<file path="src/rtl/imem_loader_pkg.sv">
// Shared types and constants for the instruction-memory boot loader.
//   ldr_state_t : loader FSM state encoding
//   HDR_BYTES   : length-prefix size in bytes (big-endian)
//   IMEM_BASE   : default first byte address of the instruction memory
//   lane_strb() : one-hot strobe bit for a byte lane (lane 0 = wstrb[3])
package imem_pkg;

  typedef enum logic [2:0] {IDLE, HDR, LOAD, DONE, ERR} ldr_state_t;

  localparam int          HDR_BYTES = 4;
  localparam logic [31:0] IMEM_BASE = 32'hBFC00000;

  function automatic logic [3:0] lane_strb(input logic [1:0] lane);
    return 4'b1000 >> lane;
  endfunction

endpackage

</file>
<file path="src/rtl/imem_loader_if.sv">
// Byte-stream input and instruction-memory write port of the boot loader.
//   s_data/s_valid/s_ready : byte stream, transfer when s_valid && s_ready
//   mem_we/mem_addr/mem_wdata/mem_wstrb : one-cycle word write strobe
// modport slave  : the loader (stream sink, memory writer)
// modport master : the environment (stream source, memory)
interface imem_loader_if #(
  parameter int A_WIDTH = 32
);
  logic [7:0]         s_data;
  logic               s_valid;
  logic               s_ready;
  logic               mem_we;
  logic [A_WIDTH-1:0] mem_addr;
  logic [31:0]        mem_wdata;
  logic [3:0]         mem_wstrb;

  modport slave (
    input  s_data, s_valid,
    output s_ready, mem_we, mem_addr, mem_wdata, mem_wstrb
  );

  modport master (
    output s_data, s_valid,
    input  s_ready, mem_we, mem_addr, mem_wdata, mem_wstrb
  );
endinterface

</file>
<file path="src/rtl/imem_loader_packer.sv">
// imem_word_packer: gathers payload bytes into a 32-bit word (lane 0 is the
// lowest address and lands in bits [31:24]) and issues one registered write
// when lane 3 fills or the last payload byte arrives.
//   clk, rst_n : clock, async active-low reset
//   clr        : drop any partially gathered word (new load starting)
//   push       : accept din into byte lane `lane`
//   last       : this push is the final payload byte
//   addr       : word-aligned address of the word being gathered
//   we/waddr/wdata/wstrb : registered write port, held when we=0
module imem_word_packer
  import imem_pkg::*;
#(
  parameter int                 A_WIDTH   = 32,
  parameter logic [A_WIDTH-1:0] BASE_ADDR = A_WIDTH'(IMEM_BASE)
) (
  input  logic               clk,
  input  logic               rst_n,
  input  logic               clr,
  input  logic               push,
  input  logic               last,
  input  logic [1:0]         lane,
  input  logic [7:0]         din,
  input  logic [A_WIDTH-1:0] addr,
  output logic               we,
  output logic [A_WIDTH-1:0] waddr,
  output logic [31:0]        wdata,
  output logic [3:0]         wstrb
);

  logic [31:0] lanes_q;
  logic [3:0]  strb_q;
  logic [31:0] word_nxt;
  logic [3:0]  strb_nxt;
  logic        flush;

  // Merge the incoming byte into the partial word so a flush can write the
  // complete word in the same edge that accepts its final byte.
  always_comb begin
    word_nxt = lanes_q;
    case (lane)
      2'd0:    word_nxt[31:24] = din;
      2'd1:    word_nxt[23:16] = din;
      2'd2:    word_nxt[15:8]  = din;
      default: word_nxt[7:0]   = din;
    endcase
    strb_nxt = strb_q | lane_strb(lane);
    flush    = (lane == 2'd3) || last;
  end

  // Lanes fill in order, so a partial final word naturally carries leading
  // strobe ones and zeros in its unfilled lanes.
  always_ff @(posedge clk or negedge rst_n) begin
    if (!rst_n) begin
      we      <= 1'b0;
      waddr   <= BASE_ADDR;
      wdata   <= '0;
      wstrb   <= '0;
      lanes_q <= '0;
      strb_q  <= '0;
    end else begin
      we <= 1'b0;
      if (clr) begin
        lanes_q <= '0;
        strb_q  <= '0;
      end else if (push) begin
        if (flush) begin
          we      <= 1'b1;
          waddr   <= addr;
          wdata   <= word_nxt;
          wstrb   <= strb_nxt;
          lanes_q <= '0;
          strb_q  <= '0;
        end else begin
          lanes_q <= word_nxt;
          strb_q  <= strb_nxt;
        end
      end
    end
  end

endmodule

</file>
<file path="src/rtl/imem_loader.sv">
// imem_loader: boot-time writer for the instruction memory. Takes a stream of
// a 4-byte big-endian length followed by that many payload bytes, packs them
// into words and writes them upward from BASE_ADDR, holding the CPU in reset
// until the image is complete.
//   clk, rst_n   : clock, async active-low reset
//   start        : one-cycle pulse, begin a load (honoured in IDLE/DONE/ERR)
//   bus          : byte stream in, memory write port out
//   busy         : collecting header or payload
//   done         : image fully written
//   err          : header length larger than the memory
//   bytes_loaded : payload bytes accepted in the current load
//   cpu_rst_n    : CPU reset release, high only once the image is written
module imem_loader
  import imem_pkg::*;
#(
  parameter int                 A_WIDTH     = 32,
  parameter logic [A_WIDTH-1:0] BASE_ADDR   = A_WIDTH'(IMEM_BASE),
  parameter int                 DEPTH_BYTES = 4096,
  localparam int                BL_W        = $clog2(DEPTH_BYTES) + 1
) (
  input  logic            clk,
  input  logic            rst_n,
  input  logic            start,
  imem_loader_if.slave    bus,
  output logic            busy,
  output logic            done,
  output logic            err,
  output logic [BL_W-1:0] bytes_loaded,
  output logic            cpu_rst_n
);

  localparam logic [31:0] DEPTH_W  = 32'(DEPTH_BYTES);
  localparam logic [1:0]  HDR_LAST = 2'(HDR_BYTES - 1);

  ldr_state_t         state;
  logic               s_ready_q;
  logic [23:0]        len_q;
  logic [1:0]         hdr_cnt;
  logic [31:0]        hdr_nxt;
  logic               accept;
  logic               restart;
  logic               last_byte;
  logic [A_WIDTH-1:0] word_addr;

  logic               pk_we;
  logic [A_WIDTH-1:0] pk_addr;
  logic [31:0]        pk_wdata;
  logic [3:0]         pk_wstrb;

  assign accept  = bus.s_valid && s_ready_q;
  assign restart = start && (state inside {IDLE, DONE, ERR});
  // Only the low 24 bits of the length are kept: the full 32-bit value is
  // judged on the 4th header byte, and anything surviving fits in BL_W.
  assign hdr_nxt   = {len_q, bus.s_data};
  assign last_byte = (bytes_loaded == len_q[BL_W-1:0] - BL_W'(1));
  assign word_addr = BASE_ADDR + A_WIDTH'({bytes_loaded[BL_W-1:2], 2'b00});

  always_ff @(posedge clk or negedge rst_n) begin
    if (!rst_n) begin
      state        <= IDLE;
      s_ready_q    <= 1'b0;
      busy         <= 1'b0;
      done         <= 1'b0;
      err          <= 1'b0;
      cpu_rst_n    <= 1'b0;
      bytes_loaded <= '0;
      len_q        <= '0;
      hdr_cnt      <= '0;
    end else begin
      case (state)
        IDLE, DONE, ERR: begin
          if (start) begin
            state        <= HDR;
            s_ready_q    <= 1'b1;
            busy         <= 1'b1;
            done         <= 1'b0;
            err          <= 1'b0;
            cpu_rst_n    <= 1'b0;
            bytes_loaded <= '0;
            len_q        <= '0;
            hdr_cnt      <= '0;
          end
        end
        HDR: begin
          if (accept) begin
            len_q   <= hdr_nxt[23:0];
            hdr_cnt <= hdr_cnt + 2'd1;
            if (hdr_cnt == HDR_LAST) begin
              if (hdr_nxt == 32'd0) begin
                state     <= DONE;
                s_ready_q <= 1'b0;
                busy      <= 1'b0;
                done      <= 1'b1;
                cpu_rst_n <= 1'b1;
              end else if (hdr_nxt > DEPTH_W) begin
                state     <= ERR;
                s_ready_q <= 1'b0;
                busy      <= 1'b0;
                err       <= 1'b1;
              end else begin
                state <= LOAD;
              end
            end
          end
        end
        LOAD: begin
          if (accept) begin
            bytes_loaded <= bytes_loaded + BL_W'(1);
            // The packer's final write pulses in the first DONE cycle.
            if (last_byte) begin
              state     <= DONE;
              s_ready_q <= 1'b0;
              busy      <= 1'b0;
              done      <= 1'b1;
              cpu_rst_n <= 1'b1;
            end
          end
        end
        default: begin
          state     <= IDLE;
          s_ready_q <= 1'b0;
          busy      <= 1'b0;
        end
      endcase
    end
  end

  imem_word_packer #(
    .A_WIDTH  (A_WIDTH),
    .BASE_ADDR(BASE_ADDR)
  ) u_packer (
    .clk  (clk),
    .rst_n(rst_n),
    .clr  (restart),
    .push (accept && (state == LOAD)),
    .last (last_byte),
    .lane (bytes_loaded[1:0]),
    .din  (bus.s_data),
    .addr (word_addr),
    .we   (pk_we),
    .waddr(pk_addr),
    .wdata(pk_wdata),
    .wstrb(pk_wstrb)
  );

  assign bus.s_ready   = s_ready_q;
  assign bus.mem_we    = pk_we;
  assign bus.mem_addr  = pk_addr;
  assign bus.mem_wdata = pk_wdata;
  assign bus.mem_wstrb = pk_wstrb;

endmodule

</file>
<file path="src/flat_wrapper.sv">
// flat-port wrapper written by rule: the top's interface ports become plain ports
module imem_loader_flat import imem_pkg::*;
#(
  parameter int                 A_WIDTH     = 32,
  parameter logic [A_WIDTH-1:0] BASE_ADDR   = A_WIDTH'(IMEM_BASE),
  parameter int                 DEPTH_BYTES = 4096,
  localparam int                BL_W        = $clog2(DEPTH_BYTES) + 1
)
  (clk, rst_n, start, busy, done, err, bytes_loaded, cpu_rst_n, bus_s_data, bus_s_valid, bus_s_ready, bus_mem_we, bus_mem_addr, bus_mem_wdata, bus_mem_wstrb);
  imem_loader_if #(.A_WIDTH(A_WIDTH)) bus_i ();
  input  logic clk;
  input  logic rst_n;
  input  logic start;
  output logic busy;
  output logic done;
  output logic err;
  output logic [BL_W-1:0] bytes_loaded;
  output logic cpu_rst_n;
  input wire logic [$bits(bus_i.s_data)-1:0] bus_s_data;
  input wire logic [$bits(bus_i.s_valid)-1:0] bus_s_valid;
  output wire logic [$bits(bus_i.s_ready)-1:0] bus_s_ready;
  output wire logic [$bits(bus_i.mem_we)-1:0] bus_mem_we;
  output wire logic [$bits(bus_i.mem_addr)-1:0] bus_mem_addr;
  output wire logic [$bits(bus_i.mem_wdata)-1:0] bus_mem_wdata;
  output wire logic [$bits(bus_i.mem_wstrb)-1:0] bus_mem_wstrb;
  assign bus_i.s_data = bus_s_data;
  assign bus_i.s_valid = bus_s_valid;
  assign bus_s_ready = bus_i.s_ready;
  assign bus_mem_we = bus_i.mem_we;
  assign bus_mem_addr = bus_i.mem_addr;
  assign bus_mem_wdata = bus_i.mem_wdata;
  assign bus_mem_wstrb = bus_i.mem_wstrb;
  imem_loader #(.A_WIDTH(A_WIDTH), .BASE_ADDR(BASE_ADDR), .DEPTH_BYTES(DEPTH_BYTES)) u_core (.clk(clk), .rst_n(rst_n), .start(start), .bus(bus_i), .busy(busy), .done(done), .err(err), .bytes_loaded(bytes_loaded), .cpu_rst_n(cpu_rst_n));
endmodule
</file>
<file path="config.mk">
export PLATFORM = sky130hd
export DESIGN_NAME = imem_loader_flat
export DESIGN_NICKNAME = d
export VERILOG_FILES = /design/src/rtl/imem_loader_pkg.sv /design/src/rtl/imem_loader_if.sv /design/src/rtl/imem_loader_packer.sv /design/src/rtl/imem_loader.sv /design/src/flat_wrapper.sv
export SDC_FILE = /design/constraint.sdc
export NUM_CORES = 1
export LEC_CHECK = 0
export ABC_AREA = 1
export BUFFER_PORTS_ARGS = -buffer_cell sky130_fd_sc_hd__buf_4
export CAP_MARGIN = 25
export CORE_ASPECT_RATIO = 1.75
export CORE_MARGIN = 8
export CORE_UTILIZATION = 55
export CTS_CLUSTER_DIAMETER = 30
export DETAILED_ROUTE_END_ITERATION = 8
export MAX_ROUTING_LAYER = met4
export PLACE_DENSITY = 0.76
export SLEW_MARGIN = 20
export SYNTH_ARGS = -nofsm -noshare
export SYNTH_HDL_FRONTEND = slang
export SYNTH_HIERARCHICAL = 1
export SYNTH_SLANG_ARGS = --single-unit
</file>
<file path="constraint.sdc">
create_clock -name clk -period 3.19 [get_ports clk]
set_input_delay 0.1595 -clock clk [delete_from_list [all_inputs] [get_ports clk]]
set_output_delay 0.1595 -clock clk [all_outputs]
set_load 0.005 [all_outputs]
</file>
=== Word-level counts from Yosys, hierarchy flattened ===
Cells that the tools add are included.

* Divide/modulo/power cells: 0
* Bitwise operators: 2
* Multiplexer cells: 50
* Add/sub/neg operators: 4
* Reduce and logical (&&, ||, !) cells: 21
* Multipliers: 0
* $lt $le $gt $ge: 1
* Equality and inequality tests: 18
* Shift operators: 1

{| class="wikitable"
|+ Operators with widths
! kind !! count
|-
| $mux 32 || 3
|-
| $mux 24 || 2
|-
| $pmux 24 s2 || 1
|-
| $add 32x13->32 const A || 1
|-
| $gt 32x13->1 const B || 1
|-
| $logic_not 32->1 || 1
|-
| $mux 8 || 4
|-
| $mux 13 || 2
|-
| $pmux 13 s2 || 1
|-
| $mux 3 || 7
|-
| $mux 1 || 20
|-
| $add 13x1->13 const B || 1
|-
| $eq 13x13->1 || 1
|-
| $sub 13x1->13 const B || 1
|-
| $mux 4 || 3
|-
| $reduce_and 6->1 || 2
|-
| $ne 2x1->1 const B || 5
|-
| $pmux 3 s3 || 1
|-
| $reduce_and 3->1 || 3
|-
| $reduce_and 7->1 || 1
|-
| $eq 2x2->1 const B || 3
|-
| $eq 3x2->1 const B || 2
|-
| $ne 2x2->1 const B || 3
|-
| $pmux 1 s3 || 2
|-
| other kinds (19) || 26
|}

* ROM bits: 0
* Word-level logic and storage cells: 110
* Latch bits: 0
* Bits in writable memories: 0
* Memories kept: 0
* Output and inout port bits: 87
* Register bits after elaboration: 150

=== Depth between registers and ports, before layout ===
* Depth after elaboration: 6
* Gate-level depth with buffers: 18
* Mapped depth without buffers: 17

=== By module ===
The synthesis kept the hierarchy.

{| class="wikitable"
|+ Modules (own cells, without submodules)
! module !! times used !! area an instance (um2) !! sequential area each (um2) !! cells each
|-
| imem_word_packer || 1 || 4545.6 || 2638.8 || 560
|-
| imem_loader || 1 || 2683.8 || 1126.1 || 339
|}

=== Worst setup path after synthesis ===
OpenSTA, ideal clock, no wires.

* Path kind: reg2reg
* From: register u_core.len_q[0]
* To: register u_core.u_packer.waddr[10]
* Data required time: 3.125 ns
* Arrival: 2.244 ns
* Setup time: 0.065 ns
* Path slack: 0.881 ns
* Cell stages (with the launch flop): 19
* Cells stage by stage: dfrtp_1 -> inv_1 -> ha_1 -> inv_1 -> nand2_1 -> nand2_1 -> nand2_1 -> nand2_1 -> nor2_2 -> nand2_1 -> nor2_2 -> nand2_1 -> nor4_1 -> inv_1 -> a21oi_1 -> buf_4 -> buf_6 -> nand2_1 -> nand2_1

* Cells in the longest elaborated chain, start to end: 4

{| class="wikitable"
|+ Ends and longest elaborated chain
! item !! RTL line !! source
|-
| start: declaration || imem_loader.sv:37 || <nowiki>logic [23:0] len_q;</nowiki>
|-
| start signal: assignment || imem_loader.sv:86 || <nowiki>len_q <= hdr_nxt[23:0];</nowiki>
|-
| $sub 13x1->13 || imem_loader.sv:55 || <nowiki>assign last_byte = (bytes_loaded == len_q[BL_W-1:0] - BL_W'(1));</nowiki>
|-
| $eq 13x13->1 || imem_loader.sv:55 ||
|-
| net u_core.last_byte || imem_loader.sv:42 || <nowiki>logic last_byte;</nowiki>
|-
| $logic_or 1x1->1 || imem_loader_packer.sv:47 || <nowiki>flush = (lane == 2'd3) || last;</nowiki>
|-
| $reduce_and 3->1 (no source line) || n/a ||
|-
| end signal: assignment || imem_loader_packer.sv:68 || <nowiki>waddr <= addr;</nowiki>
|-
| end: declaration || imem_loader_packer.sv:25 || <nowiki>output logic [A_WIDTH-1:0] waddr,</nowiki>
|}

The timed path passes the listed nets, and every way through them passes these cells.
A chain may end at the register's enable or synchronous reset.

=== Worst setup path after layout ===
* From: register u_core.len_q[0]
* To: register u_core.u_packer.wstrb[1]

* Cells in the longest elaborated chain, start to end: 4

{| class="wikitable"
|+ Ends and longest elaborated chain
! item !! RTL line !! source
|-
| $sub 13x1->13 || imem_loader.sv:55 ||
|-
| $eq 13x13->1 || imem_loader.sv:55 ||
|-
| net u_core.last_byte || imem_loader.sv:42 ||
|-
| $logic_or 1x1->1 || imem_loader_packer.sv:47 ||
|-
| $reduce_and 3->1 (no source line) || n/a ||
|-
| end signal: assignment || imem_loader_packer.sv:70 || <nowiki>wstrb <= strb_nxt;</nowiki>
|-
| end: declaration || imem_loader_packer.sv:27 || <nowiki>output logic [3:0] wstrb</nowiki>
|}

The timed path passes the listed nets, and every way through them passes these cells.

==> results.sh <==
export IMPL_rows=55
export IMPL_grt_pass1_wl_um=30400
export IMPL_vias=6193
export IMPL_maxCapViolCount=0
export IMPL_start_util_pct=56.2
export IMPL_setup_ws_ns=0.434
export IMPL_die_height_um=168
export IMPL_antenna_found_initial=0
export IMPL_syn_inst=899
export IMPL_ys_seq_area_share_pct=52.1
export IMPL_start_kind="register"
export IMPL_cts_tree="yes"
export IMPL_preCtsSetupSlack_ns=0.254
export IMPL_vias_per_cell=5.16
export IMPL_power_density_nw_per_um2=658
export IMPL_track_usage_pct=23.2
export IMPL_timing_final_crit_share_pct=86.4
export IMPL_grt_max_degree=80
export IMPL_worstRegToRegCells=17
export IMPL_critPathSlowestCell="dfrtp_1"
export IMPL_hpwl_um=13000
export IMPL_stdcell_count=1200
export IMPL_clk_latency_ns=0.42
export IMPL_hold_path_class="primary input to register"
export IMPL_crit_buf_inv=3
export IMPL_cp_end_kind="register"
export IMPL_crit_path_frequent_cell="nand2_1"
export IMPL_post_cts_buffers=0
export IMPL_clkTransAtPathRegs_ns=0.06
export IMPL_path_delay_family="simple AND/OR/NAND/NOR gates"
export IMPL_crit_chain="inv_1 > ha_1 > inv_1 > nand2_1 > nand2_1 > nand2_1 > nand2_1 > nor2_2 > nand2_1 > nor2_2 > nand2_1 > nor4_1 > inv_1 > nand2_4 > nand2_8 > nand2_1 > o21ai_2"
export IMPL_synthesis_area_um2=7230
export IMPL_core_area_um2=12900
export IMPL_grt_busiest_layer="met2"
export IMPL_ir_drop_uv=544
export IMPL_port_buffers=98
export IMPL_hold_violations=0
export IMPL_ys_ff_latch=150
export IMPL_layout_nets=1031
export IMPL_drcViolationCount=0
export IMPL_htree_num_levels=4
export IMPL_wl_per_cell_um=15.5
export IMPL_overflow=0
export IMPL_dr_first_iter_drc_count=339
export IMPL_dieArea_um2=17200
export IMPL_finalSetupViolCount=0
export IMPL_cp_arrival_ns=3.05
export IMPL_placed_cells=1166
export IMPL_firstDrtPassIters=5
export IMPL_met1_usage_pct=24.7
export IMPL_setup_tns_ns=0
export IMPL_ios=99
export IMPL_critPathLaunch="u_core/len_q[0]"
export IMPL_relSlewSlack_pct=41.8
export IMPL_rr_startpoint="u_core/len_q[0]"
export IMPL_fmax_ghz=0.363
export IMPL_fin_crit_ns=2.76
export IMPL_area_delta_synth_final_pct=20.4
export IMPL_cts_buffer_depth=2
export IMPL_tightest_slew_ns=0.871
export IMPL_fin_skew_ns=0.0109
export IMPL_worstSetupPathType="register to register"
export IMPL_outcome="finished clean"
export IMPL_fp_dieW_um=103
export IMPL_grt_pass1_vias=6232
export IMPL_syn_area_per_cell_um2=8.04
export IMPL_rsz0062_at_grt="false"
export IMPL_numCtsBuffers=17
export IMPL_drive_above_1_share_pct=18.8
export IMPL_fillCellCount=1108
export IMPL_crit_fanout=72
export IMPL_critical_path_max_stage_delay_ns=0.39
export IMPL_placed_area_um2=8110
export IMPL_synthDistinctLibCells=43
export IMPL_synth_warnings=6
export IMPL_crit_cells=17
export IMPL_antenna_cells=0
export IMPL_root_buffer="clkbuf_16"
export IMPL_drtAntennaViolNets=0
export IMPL_routabilityCongestion=0.935
export IMPL_p_leak_nw=4.79
export IMPL_grtUsageMet3_pct=4.03
export IMPL_hold_depth=3
export IMPL_min_from="bus_s_data[1]"
export IMPL_fin_util_pct=67.6
export IMPL_grtUsageMet2_pct=38.8
export IMPL_cts_sinks=150
export IMPL_cp_required_ns=3.48
export IMPL_final_area_um2=8700
export IMPL_slew_violations=0
export IMPL_drt_total_wl_um=18600
[layer usage]
layer	vias up	part of all wire, %	wire (um)
met5	-	0	0
met4	0	4.8	890
met3	49	5.4	1000
met2	181	52	9640
met1	2950	38	7060
li1	3013	-	-
[kinds of logic (layout without fill, tap and decap cells)]
family	count (synthesis)	in the layout	synth area share, %
adder cells (fa/ha/maj)	3	3	0.519
AND/OR/NAND/NOR	567	567	32.9
flip-flops	150	150	52.1
AO/OA/AOI/OAI	62	62	5.66
buffers and inverters	102	213	7.13
XOR/XNOR	12	12	1.45
multiplexers	1	1	0.138
other	2	21	0.104
[layout make-up]
type | count | area [um^2] | share of cell area [%]
clock inverters | 15 | 136 | 1.57
clock buffers | 17 | 425 | 4.89
well taps | 171 | 214 | 2.46
inverters | 70 | 263 | 3.02
flip-flops and latches | 150 | 3760 | 43.3
repair buffers | 111 | 860 | 9.88
multi-input cells | 666 | 3040 | 34.9
[timing repair]
action                     CTS  global route
hold buffers                 1             0
hold endpoints to repair    75             0
resized for setup            0             1
setup endpoints to repair    0             1
[cells in the mapped netlist, drive strengths merged]
cell / number / share of area (%)
nand2: 456 / 24
dfrtp: 141 / 49
inv: 69 / 3.6
nor2: 55 / 4.1
nand3: 35 / 2.6
buf: 29 / 3.3
o22ai: 24 / 2.1
o21ai: 17 / 1.4
a21oi: 12 / 0.83
dfstp: 9 / 3.3
nand4: 8 / 0.69
nor3: 7 / 0.62
xnor2: 6 / 0.73
xor2: 6 / 0.73
clkbuf: 3 / 0.16
ha: 3 / 0.52
o31ai: 3 / 0.31
conb: 2 / 0.10
nand3b: 2 / 0.21
nor4: 2 / 0.26
a211oi: 1 / 0.28
a21boi: 1 / 0.10
a22o: 1 / 0.12
a31oi: 1 / 0.087
a41oi: 1 / 0.12
and3: 1 / 0.087
clkinv: 1 / 0.052
mux2i: 1 / 0.14
nor3b: 1 / 0.10
o211ai: 1 / 0.29
[placed cells by master, fill, tap and decap left out, drive strengths merged, types with 4 or more instances in the layout]
| cell | instances |
|---|---|
| nand2 | 456 |
| nor3 | 7 |
| nor2 | 55 |
| conb | 21 |
| o21ai | 17 |
| buf | 110 |
| a21oi | 12 |
| dfrtp | 141 |
| clkbuf | 17 |
| inv | 78 |
| nand3 | 35 |
| o22ai | 24 |
| xnor2 | 6 |
| clkinv | 4 |
| xor2 | 6 |
| nand4 | 8 |
| dfstp | 9 |
[power breakdown]
part	total (mW)	leakage, nW	internal [mW]	switching (mW)
clock network	1.90	0.269	1.03	0.872
logic	1.67	2.48	0.534	1.13
registers	2.16	2.04	2.05	0.111
[worst register-to-register path: stages (launching register included)]
cell and delay, ns:
dfrtp_1 0.39, inv_1 0.22, ha_1 0.32, inv_1 0.06, nand2_1 0.08, nand2_1 0.05, nand2_1 0.05, nand2_1 0.06
nor2_2 0.08, nand2_1 0.06, nor2_2 0.07, nand2_1 0.08, nor4_1 0.24, inv_1 0.15, nand2_4 0.16, nand2_8 0.27
nand2_1 0.23, o21ai_2 0.06
[sequential cells by signal, summed over array words and instances (netlist names)]
register                 flops
u_core/cpu_rst_n             1
u_core/u_packer/we           1
u_core/u_packer/lanes_q     32
u_core/u_packer/wdata       32
u_core/u_packer/waddr       32
u_core/state                 3
u_core/u_packer/strb_q       4
u_core/hdr_cnt               2
u_core/bytes_loaded         13
u_core/bus.s_ready           1
u_core/err                   1
u_core/u_packer/wstrb        4
u_core/len_q                24
[metrics by stage]
stage                     total power [mW]  hold slack, ns
after detailed placement              3.83           0.248
after CTS                             5.75          0.0747
final                                 5.73          0.0914
after global routing                  6.04           0.103
after global placement                3.80           0.244
after floorplan                       3.40          -0.136
[worst paths after layout]
check / slack (ns) / end
setup reg to reg: 0.43 / u_core/u_packer/wstrb[1]
min in group asynchronous: 0.31 / u_core/bytes_loaded[11]
hold reg to reg: 0.47 / u_core/u_packer/waddr[29]
max in group asynchronous: 2.02 / u_core/u_packer/waddr[31]
setup / recovery: 0.43 / u_core/u_packer/wstrb[1]
hold / removal: 0.09 / u_core/len_q[1]
No activity file was read; power rests on OpenSTA's default activity.
